### config.mk
export PLATFORM = sky130hd
export DESIGN_NAME = logic_unit_pipe
export DESIGN_NICKNAME = d
export VERILOG_FILES = /design/src/rtl/logic_unit_pipe.sv
export SDC_FILE = /design/constraint.sdc
export NUM_CORES = 1
export LEC_CHECK = 0
export CAP_MARGIN = 5
export CELL_PAD_IN_SITES_DETAIL_PLACEMENT = 1
export CELL_PAD_IN_SITES_GLOBAL_PLACEMENT = 1
export CORE_MARGIN = 2
export CORE_UTILIZATION = 45
export DETAILED_ROUTE_END_ITERATION = 6
export PLACE_DENSITY_LB_ADDON = 0.1
export SYNTH_ARGS = -nofsm -noshare
export SYNTH_HDL_FRONTEND = slang
export SYNTH_SLANG_ARGS = --single-unit
### constraint.sdc
create_clock -name clk -period 6.8 [get_ports clk]
set_clock_uncertainty 0.1 [all_clocks]
set_input_delay 1.36 -clock clk [delete_from_list [all_inputs] [get_ports clk]]
set_output_delay 1.36 -clock clk [all_outputs]
set_load 0.02 [all_outputs]
### src/rtl/logic_unit_pipe.sv
// Two-stage valid/ready pipelined bitwise logic unit with accumulator,
// zero/parity flags and a wrapping transaction counter.
module logic_unit_pipe #(
  parameter int WIDTH = 8,
  parameter int CNT_W = 16
) (
  input  logic             clk,
  input  logic             rst,
  input  logic             in_valid,
  output logic             in_ready,
  input  logic [WIDTH-1:0] in_a,
  input  logic [WIDTH-1:0] in_b,
  input  logic [2:0]       in_op,
  input  logic             in_acc,
  input  logic             acc_clr,
  output logic             out_valid,
  input  logic             out_ready,
  output logic [WIDTH-1:0] out_data,
  output logic             out_zero,
  output logic             out_parity,
  output logic [CNT_W-1:0] txn_count
);

  localparam logic [2:0] OP_AND  = 3'd0;
  localparam logic [2:0] OP_OR   = 3'd1;
  localparam logic [2:0] OP_NOT  = 3'd2;
  localparam logic [2:0] OP_NAND = 3'd3;
  localparam logic [2:0] OP_NOR  = 3'd4;
  localparam logic [2:0] OP_XOR  = 3'd5;
  localparam logic [2:0] OP_XNOR = 3'd6;

  localparam logic [CNT_W-1:0] CNT_ONE = {{(CNT_W-1){1'b0}}, 1'b1};

  logic             r_s1_valid;
  logic [WIDTH-1:0] r_s1_a;
  logic [WIDTH-1:0] r_s1_b;
  logic [2:0]       r_s1_op;
  logic             r_s1_acc;

  logic             r_out_valid;
  logic [WIDTH-1:0] r_out_data;
  logic             r_out_zero;
  logic             r_out_parity;
  logic [WIDTH-1:0] r_acc;
  logic [CNT_W-1:0] r_txn;

  logic             w_s2_move;
  logic             w_s1_move;
  logic             w_xfer;
  logic [WIDTH-1:0] w_opb;
  logic [WIDTH-1:0] w_result;

  assign w_s2_move = !r_out_valid || out_ready;
  assign w_s1_move = !r_s1_valid || w_s2_move;
  assign w_xfer    = r_s1_valid && w_s2_move;
  assign in_ready  = w_s1_move;

  // Accumulate mode reads the pre-edge accumulator, so a beat computing
  // alongside acc_clr still sees the old value.
  assign w_opb = r_s1_acc ? r_acc : r_s1_b;

  always_comb begin
    w_result = r_s1_a;
    case (r_s1_op)
      OP_AND:  w_result = r_s1_a & w_opb;
      OP_OR:   w_result = r_s1_a | w_opb;
      OP_NOT:  w_result = ~r_s1_a;
      OP_NAND: w_result = ~(r_s1_a & w_opb);
      OP_NOR:  w_result = ~(r_s1_a | w_opb);
      OP_XOR:  w_result = r_s1_a ^ w_opb;
      OP_XNOR: w_result = ~(r_s1_a ^ w_opb);
      default: w_result = r_s1_a;
    endcase
  end

  always_ff @(posedge clk or posedge rst) begin
    if (rst) begin
      r_s1_valid <= 1'b0;
      r_s1_a     <= '0;
      r_s1_b     <= '0;
      r_s1_op    <= '0;
      r_s1_acc   <= 1'b0;
    end else if (w_s1_move) begin
      r_s1_valid <= in_valid;
      if (in_valid) begin
        r_s1_a   <= in_a;
        r_s1_b   <= in_b;
        r_s1_op  <= in_op;
        r_s1_acc <= in_acc;
      end
    end
  end

  always_ff @(posedge clk or posedge rst) begin
    if (rst) begin
      r_out_valid  <= 1'b0;
      r_out_data   <= '0;
      r_out_zero   <= 1'b0;
      r_out_parity <= 1'b0;
    end else if (w_s2_move) begin
      r_out_valid <= r_s1_valid;
      if (r_s1_valid) begin
        r_out_data   <= w_result;
        r_out_zero   <= (w_result == '0);
        r_out_parity <= ^w_result;
      end
    end
  end

  always_ff @(posedge clk or posedge rst) begin
    if (rst) begin
      r_acc <= '0;
    end else if (acc_clr) begin
      r_acc <= '0;
    end else if (w_xfer) begin
      r_acc <= w_result;
    end
  end

  always_ff @(posedge clk or posedge rst) begin
    if (rst) begin
      r_txn <= '0;
    end else if (r_out_valid && out_ready) begin
      r_txn <= r_txn + CNT_ONE;
    end
  end

  assign out_valid  = r_out_valid;
  assign out_data   = r_out_data;
  assign out_zero   = r_out_zero;
  assign out_parity = r_out_parity;
  assign txn_count  = r_txn;

endmodule

==> results of run 1 <==
power groups by stage:
stage               registers, mW  logic (mW)  clock network [mW]
floorplan                   0.498       0.329                   0
global route                0.487       0.563               0.217
finish                      0.474       0.516               0.197
detailed placement          0.480       0.518                   0
global placement            0.477       0.502                   0
CTS                         0.475       0.522               0.202
stage by stage:
step	hold WS [ps]	total power [mW]
floorplan	371.1	0.8268
global placement	360.0	0.9790
detailed placement	370.2	0.9978
CTS	395.0	1.199
global route	417.4	1.267
finish	388.6	1.186
state kept, by name (all words and copies together), names as in the netlist:
register    cells
out_valid       1
r_s1_acc        1
r_s1_b          8
out_data        8
r_s1_op         3
out_zero        1
txn_count      16
r_s1_valid      1
out_parity      1
r_acc           8
r_s1_a          8
cell families (layout without fill, tap and decap cells):
family	after synthesis	count (layout)	synth area share [%]
compound gates	45	45	9.489
xor+xnor	19	19	6.575
fa+ha+maj	17	17	6.693
simple gates	89	89	13.07
buf+inv	35	82	4.567
flops	56	56	44.09
mux	42	42	15.51
layout by cell type, fill, tap and decap left out, types with 3 or more instances in the layout:
| master | instances |
|---|---|
| mux2i_1 | 14 |
| o21ai_0 | 5 |
| a21oi_1 | 14 |
| inv_1 | 18 |
| clkbuf_8 | 6 |
| dfrtp_1 | 56 |
| xnor2_1 | 13 |
| inv_2 | 3 |
| nand4_1 | 3 |
| nand2b_1 | 6 |
| nor2_1 | 17 |
| mux4_2 | 3 |
| clkdlybuf4s50_1 | 52 |
| nand3_1 | 9 |
| xor2_1 | 3 |
| ha_1 | 17 |
| a211oi_1 | 4 |
| nand2_1 | 37 |
| a21o_1 | 3 |
| nor2b_1 | 5 |
| mux2_2 | 23 |
worst max-delay path by stage:
stage,start,to,slack [ps],cells after the start
final,out_ready,in_ready,2680,3
after CTS,out_ready,in_ready,2660,3
after global placement,out_ready,in_ready,2700,3
after global routing,out_ready,in_ready,2610,3
after floorplan,r_s1_acc$_DFFE_PP0P_,out_parity$_DFFE_PP0P_,3500,10
after detailed placement,out_ready,in_ready,2660,3
routing by layer:
metal / global-route usage [%] / vias up / wire (um)
li1: - / 1135 / -
met1: 26.11 / 1193 / 3283
met2: 34.71 / 33 / 3599
met3: 4.524 / 6 / 260
met4: 4.959 / 0 / 75
met5: 0 / - / 0
worst max-delay path: stages:
cell             delay, ps
clkdlybuf4s50_1        510
nand3b_1               160
clkdlybuf4s50_1        620
final cells by class:
cell class / count / area, um2 / area share [%]
flip-flops and latches: 56 / 1401 / 36.36
clock inverters: 1 / 7.507 / 0.1948
repair buffers: 53 / 528.0 / 13.70
well taps: 96 / 120.1 / 3.117
clock buffers: 7 / 86.33 / 2.240
multi-input cells: 212 / 1632 / 42.34
inverters: 21 / 78.83 / 2.045
==> metrics.csv, run 1 <==
metric,value,unit
path_clk_slew,100,ps
clockRootBuffer,clkbuf_8,
rsz0062_at_grt,no,
num_antenna_cells,0,
clock_sinks,56,
yosysWarnings,0,
fin_crit,4120,ps
power_frac_comb,43.5,%
start_util,46.52,%
vias_per_cell,5.307,
synth_commonest_cells,"dfrtp_1 (56), nand2_1 (37), mux2_2 (23)",
core,6832,um2
die_x,88.04,um
dp.final_hpwl,5.270,mm
ys_top_cells_by_area,"dfrtp_1 (44%), mux2_2 (8.1%), ha_1 (6.7%), mux2i_1 (4.4%), nand2_1 (4.4%)",
synthCells,303,
ys.flop_type,dfrtp_1,
r2r_start,r_s1_acc$_DFFE_PP0P_,
fin_area,3854,um2
switching_share,35.89,%
grt_max_degree,57,
seq_area_frac_synth,44.09,%
postLayoutCoreUtil,56.41,%
drive_gt1_share,11.14,%
hold_viol,0,
p_leak,1.753,nW
clock_path_buffers,2,
fin_nets,391,
min_path_cells,2,
slew_headroom,36.03,%
gr-usage-all-layers,20.23,%
postCtsHoldBufs,0,
cts_repair_resize_count,0,
syn_avg_cell_area,10.49,um2
die_y,88.04,um
worstPathMaxFanout,4,
ir_drop,0.2122,mV
worst_ep_arrival_time,2660,ps
cp.required,5340,ps
fmax,242.7,MHz
internal_power,760.4,uW
first_pass_iters,4,
place_congestion,0.7367,
ctsHtreeMaxLevel,2,
drtIter0Drc,24,
synth_cell_types,50,
tightestPinTransition,950.7,ps
finalSetupViolCount,0,
fin_cells,446,
synth_area,3178,um2
synth.most_common_cell,dfrtp_1,
r2r_slack,3350,ps
reg2regPathDepth,9,
post_cts_buffers,0,
ys_ff_latch,56,
die_area,7750,um2
place_inst,438,
drt_wl_total,7.219,mm
p_per_area,307.8,nW/um2
ys_async_sr_fraction,100.0,%
grt_pass1_wl,12.05,mm
port-buffer-count,52,
drv_slew,0,
timing.final.ws_setup,2680,ps
seqPwrFrac,39.9,%
hold_start,out_data[0]$_DFFE_PP0P_,
status,completed,
vias,2367,
critical_path_class,input port to primary output,
max-cap-violations,0,
final.setup.tns,0,ps
crit_path_start_kind,input port,
ant_nets,0,
dpl-instance-area,3760,um2
p_switching,425.6,uW
synth_nets,345,
antenna_found_initial,0,
synth_top_cell_by_area,dfrtp_1,
worstSkewPairLatency,310,ps
first_global_vias,2480,
place_ws,2656,ps
io-pin-count,53,
min_path_type,flop to flop,
core.rowCount,30,
grt_overflow,0,
drc_errors,0,
synthToLayoutAreaGrowth,21.26,%
cts_made_buffers,5,
synth-edff-count,0,
regToRegEndpoint,out_parity$_DFFE_PP0P_,
cts_tree,yes,
yosysTopAreaCellShare,44.09,%
wl_per_cell,16.19,um
period_share,60.59,%
cp-end-kind,primary output,
clkPwrFrac,16.6,%
hold-path-endpoint,out_data[0]$_DFFE_PP0P_,
fillCellCount,783,
No activity file was read; power rests on OpenSTA's default activity.
==> run 2, diff against run 1 <==
--- a/config.mk
+++ b/config.mk
@@ -9,7 +9,7 @@
 export CELL_PAD_IN_SITES_DETAIL_PLACEMENT = 1
 export CELL_PAD_IN_SITES_GLOBAL_PLACEMENT = 1
 export CORE_MARGIN = 2
-export CORE_UTILIZATION = 45
+export CORE_UTILIZATION = 38
 export DETAILED_ROUTE_END_ITERATION = 6
 export PLACE_DENSITY_LB_ADDON = 0.1
 export SYNTH_ARGS = -nofsm -noshare
==> constraint.sdc (replaced) <==
create_clock -name clk -period 3.59 [get_ports clk]
set_clock_uncertainty 0.1 [all_clocks]
set_input_delay 0.718 -clock clk [delete_from_list [all_inputs] [get_ports clk]]
set_output_delay 0.718 -clock clk [all_outputs]
set_load 0.02 [all_outputs]
==> run 2 against run 1 <==
Global-route usage down 2.5 points. Critical path depth up 6. Sequential power up 85%. Die area up 18%. Routed wire length up 3.1%. Critical path type is now flop to flop.
==> metrics.csv, run 2 (synthesis gave the netlist of run 1 again) <==
metric,value,unit
largest_register_ffs,16,
fin_crit,3195,ps
postCtsHoldBufs,0,
crit_family,multiplexers,
fin_cells,464,
worst_ep_arrival_time,3310,ps
regToRegEndpoint,out_parity$_DFFE_PP0P_,
drive_gt1_share,13.65,%
clkPwrFrac,16.1,%
vias_per_cell,5.144,
vias,2387,
worstPathMaxFanout,4,
switching_share,36.32,%
slowest_stage,mux4_2,
power.total,2.254,mW
cts_repair_resize_count,0,
core,8175,um2
wl_per_cell,16.04,um
place_congestion,0.7883,
cp-end-kind,flop,
die_area,9111,um2
tightestPinTransition,634.7,ps
grt_max_degree,32,
place_inst,456,
grt_overflow,0,
finalSetupViolCount,0,
ctsHtreeMaxLevel,2,
grt_pass1_wl,12.49,mm
hold_viol,0,
place_ws,416.1,ps
layout_common_cells,"dfrtp_1 (56), clkdlybuf4s50_1 (52), nand2_1 (37)",
clockRootBuffer,clkbuf_8,
fmax,313.0,MHz
drc_errors,0,
num_antenna_cells,0,
whs,390.4,ps
fillCellCount,909,
min_path_cells,2,
drt_wl_total,7.444,mm
slowest_delay,530,ps
die_y,95.45,um
p_leak,1.801,nW
post_cts_buffers,0,
r2r_start,r_s1_acc$_DFFE_PP0P_,
gr-usage-all-layers,17.72,%
period_share,88.99,%
power_frac_comb,44.9,%
clock_sinks,56,
p_per_area,573.6,nW/um2
r2r_slack,400,ps
hold_start,out_data[3]$_DFFE_PP0P_,
ant_nets,0,
cp.required,3710,ps
start_util,38.87,%
final_common_cell,dfrtp_1,
path_clk_slew,110,ps
ir_drop,0.3857,mV
cp_cell_sequence,mux2i_1 > inv_1 > ha_1 > mux2_2 > mux4_2 > xor3_1 > xnor3_1 > xnor3_1 > mux2_4,
path_buf_inv,1,
fin_nets,400,
synthToLayoutAreaGrowth,23.66,%
cts_tree,yes,
clock_path_buffers,2,
p_switching,818.6,uW
critical_path_class,flop to flop,
crit_path_start_kind,flop,
antenna_found_initial,0,
port-buffer-count,52,
final.setup.tns,0,ps
drtIter0Drc,35,
first_pass_iters,4,
max-cap-violations,0,
reg2regPathDepth,9,
dp.final_hpwl,5.640,mm
die_x,95.45,um
cts_made_buffers,5,
core.rowCount,33,
status,completed,
timing.final.ws_setup,395.4,ps
hold-path-endpoint,out_data[3]$_DFFE_PP0P_,
io-pin-count,53,
internal_power,1.435,mW
min_path_type,flop to flop,
crit_top_cell,xnor3_1,
seqPwrFrac,38.9,%
drv_slew,0,
slew_headroom,57.62,%
first_global_vias,2548,
rsz0062_at_grt,no,
worstSkewPairLatency,320,ps
==> run 2: changes by cell type in the layout (fill, tap and decap cells not counted), sizes merged <==
cell / change
inv: +1
clkinv: +2
clkbuf: -2
clkinvlp: -1
buf: +9
==> run 2: through the flow <==
stage          util, %  instance area [um2]
3_3_place_gp     46.95                 3839
2_1_floorplan        -                 3178
3_5_place_dp     46.95                 3839
5_1_grt          48.07                 3930
6_report         48.07                 3930
4_1_cts          48.07                 3930
==> run 2: how the worst max path moves through the flow <==
stage	start	to	slack [ps]	depth (start not counted)
floorplan	r_s1_acc$_DFFE_PP0P_	out_parity$_DFFE_PP0P_	290	10
global placement	r_s1_acc$_DFFE_PP0P_	out_parity$_DFFE_PP0P_	530	9
detailed placement	r_s1_acc$_DFFE_PP0P_	out_parity$_DFFE_PP0P_	420	9
CTS	r_s1_acc$_DFFE_PP0P_	out_parity$_DFFE_PP0P_	380	9
global route	r_s1_acc$_DFFE_PP0P_	out_parity$_DFFE_PP0P_	240	9
finish	r_s1_acc$_DFFE_PP0P_	out_parity$_DFFE_PP0P_	400	9
==> run 2: tightest hold or removal path, stage by stage (launching register included) <==
cell and delay, ps:
dfrtp_1 360, nand2_1 50, nand2_1 50
==> run 2: per-layer routing <==
| layer | global-route usage, % | wire length (um) | vias to the layer above |
|---|---|---|---|
| met2 | 30.40 | 3626 | 33 |
| met3 | 3.794 | 279 | 6 |
| met5 | 0 | 0 | - |
| li1 | - | - | 1160 |
| met1 | 23.01 | 3461 | 1188 |
| met4 | 3.929 | 76 | 0 |
==> run 2: cell type report <==
type	instances	area (um2)	share of cell area, %
Clock inverter	3	22.52	0.5731
Timing Repair Buffer	62	595.6	15.15
Inverter	21	78.83	2.006
Sequential cell	56	1401	35.66
Multi-Input combinational cell	212	1632	41.52
Tap cell	105	131.4	3.343
Clock buffer	5	68.82	1.751
==> run 2: power groups by stage <==
stage	Combinational, mW	Clock, mW	Sequential [mW]
floorplan	0.623	0	0.943
global placement	0.992	0	0.887
detailed placement	1.02	0	0.889
CTS	1.03	0.383	0.881
global route	1.12	0.398	0.900
finish	1.01	0.363	0.878
==> run 3, diff against run 2 <==
--- a/config.mk
+++ b/config.mk
@@ -5,13 +5,13 @@
 export SDC_FILE = /design/constraint.sdc
 export NUM_CORES = 1
 export LEC_CHECK = 0
-export CAP_MARGIN = 5
+export CAP_MARGIN = 30
 export CELL_PAD_IN_SITES_DETAIL_PLACEMENT = 1
 export CELL_PAD_IN_SITES_GLOBAL_PLACEMENT = 1
 export CORE_MARGIN = 2
 export CORE_UTILIZATION = 38
 export DETAILED_ROUTE_END_ITERATION = 6
-export PLACE_DENSITY_LB_ADDON = 0.1
+export PLACE_DENSITY = 0.75
 export SYNTH_ARGS = -nofsm -noshare
 export SYNTH_HDL_FRONTEND = slang
 export SYNTH_SLANG_ARGS = --single-unit
==> run 3 against run 2 <==
Critical path type unchanged. Fmax decreased by 3.5%. Largest cell class unchanged. Global-route usage shrank 0.41 points. Hold slack worse by 3.6 ps. Sequential power is 0.8% higher. Die area is the same. Core utilization grew 0.14 points. Routed wire length fell by 1.2%.
==> metrics.csv, run 3 (synthesis gave the netlist of run 1 again) <==
metric,value,unit
rsz0062_at_grt,no,
vias_per_cell,5.163,
start_util,38.87,%
gr-usage-all-layers,17.30,%
worstPathMaxFanout,9,
port-buffer-count,52,
fin_crit,3310,ps
cp-end-kind,flop,
hold-path-endpoint,txn_count[15]$_DFFE_PP0P_,
grt_max_degree,57,
tightestPinTransition,586.2,ps
num_antenna_cells,0,
drt_wl_total,7.355,mm
r2r_slack,280,ps
final.setup.tns,0,ps
clockRootBuffer,clkbuf_8,
worst_ep_arrival_time,3410,ps
ir_drop,0.3018,mV
p_per_area,590.0,nW/um2
dp.final_hpwl,5.419,mm
r2r_start,r_s1_acc$_DFFE_PP0P_,
cp_cell_sequence,mux2i_1 > inv_1 > ha_1 > mux2_2 > mux4_2 > xor3_1 > xnor3_1 > xnor3_1 > mux2_4,
hold_start,txn_count[15]$_DFFE_PP0P_,
clock_sinks,56,
crit_top_cell,xnor3_1,
post_cts_buffers,0,
max-cap-violations,0,
die_area,9111,um2
slowest_delay,530,ps
min_path_cells,1,
place_congestion,0.7627,
hold_viol,0,
core.rowCount,33,
final_common_cell,dfrtp_1,
status,completed,
drv_slew,0,
crit_family,multiplexers,
min_path_type,flop to flop,
finalSetupViolCount,0,
slowest_stage,dfrtp_2,
antenna_found_initial,0,
synthToLayoutAreaGrowth,24.02,%
critical_path_class,flop to flop,
ant_nets,0,
cts_made_buffers,5,
vias,2380,
path_clk_slew,100,ps
drtIter0Drc,79,
timing.final.ws_setup,280.2,ps
worstSkewPairLatency,310,ps
grt_pass1_wl,12.21,mm
power.total,2.326,mW
core,8175,um2
grt_overflow,0,
fmax,302.1,MHz
io-pin-count,53,
path_buf_inv,1,
first_global_vias,2536,
die_y,95.45,um
drive_gt1_share,12.92,%
wl_per_cell,15.95,um
clock_path_buffers,2,
fin_nets,397,
ctsHtreeMaxLevel,2,
die_x,95.45,um
regToRegEndpoint,out_parity$_DFFE_PP0P_,
slew_headroom,60.92,%
period_share,92.20,%
drc_errors,0,
cts_tree,yes,
first_pass_iters,4,
cp.required,3690,ps
reg2regPathDepth,9,
crit_path_start_kind,flop,
layout_common_cells,"dfrtp_1 (55), clkdlybuf4s50_1 (52), nand2_1 (37)",
place_ws,154.9,ps
p_leak,1.798,nW
largest_register_ffs,16,
==> run 3: layout make-up <==
type,count,area (um2)
Inverter,21,78.83
Timing Repair Buffer,59,585.6
Clock buffer,6,72.57
Tap cell,105,131.4
Multi-Input combinational cell,212,1632
Sequential cell,56,1403
Clock inverter,2,38.79
Fill cell,926,4234
==> run 3: per-layer routing <==
layer	up-vias	wire, um	GRT usage [%]
met2	35	3619	29.58
met5	-	0	0
met3	7	276	4.032
met4	0	61	3.214
met1	1193	3396	22.63
li1	1145	-	-
==> run 3: worst max path at each step <==
stage,start,to,slack [ps],cells past startpoint
after floorplan,r_s1_acc$_DFFE_PP0P_,out_parity$_DFFE_PP0P_,290,10
after global placement,r_s1_acc$_DFFE_PP0P_,out_parity$_DFFE_PP0P_,330,9
after detailed placement,r_s1_acc$_DFFE_PP0P_,out_parity$_DFFE_PP0P_,150,9
after CTS,r_s1_acc$_DFFE_PP0P_,out_parity$_DFFE_PP0P_,120,9
after global routing,r_s1_acc$_DFFE_PP0P_,out_parity$_DFFE_PP0P_,120,9
final,r_s1_acc$_DFFE_PP0P_,out_parity$_DFFE_PP0P_,280,9
==> run 3: where the power goes <==
part           internal (mW)  switching, mW  total, mW
Clock                  0.211          0.215      0.426
Combinational          0.541          0.474       1.01
Sequential             0.754          0.131      0.885
==> run 3: per-stage QoR <==
step | hold slack (ps) | instances | utilization [%] | area (um2)
finish | 386.8 | 461 | 48.21 | 3941
global route | 409.0 | 461 | 48.21 | 3941
floorplan | 371.1 | 303 | - | 3178
global placement | 362.4 | 453 | 46.83 | 3829
detailed placement | 374.2 | 453 | 46.83 | 3829
CTS | 390.0 | 461 | 48.19 | 3940
==> run 3: what timing repair did <==
item,CTS,global route
resized for setup,0,1
hold buffers,0,0
hold endpoints to repair,0,0
setup endpoints to repair,0,1
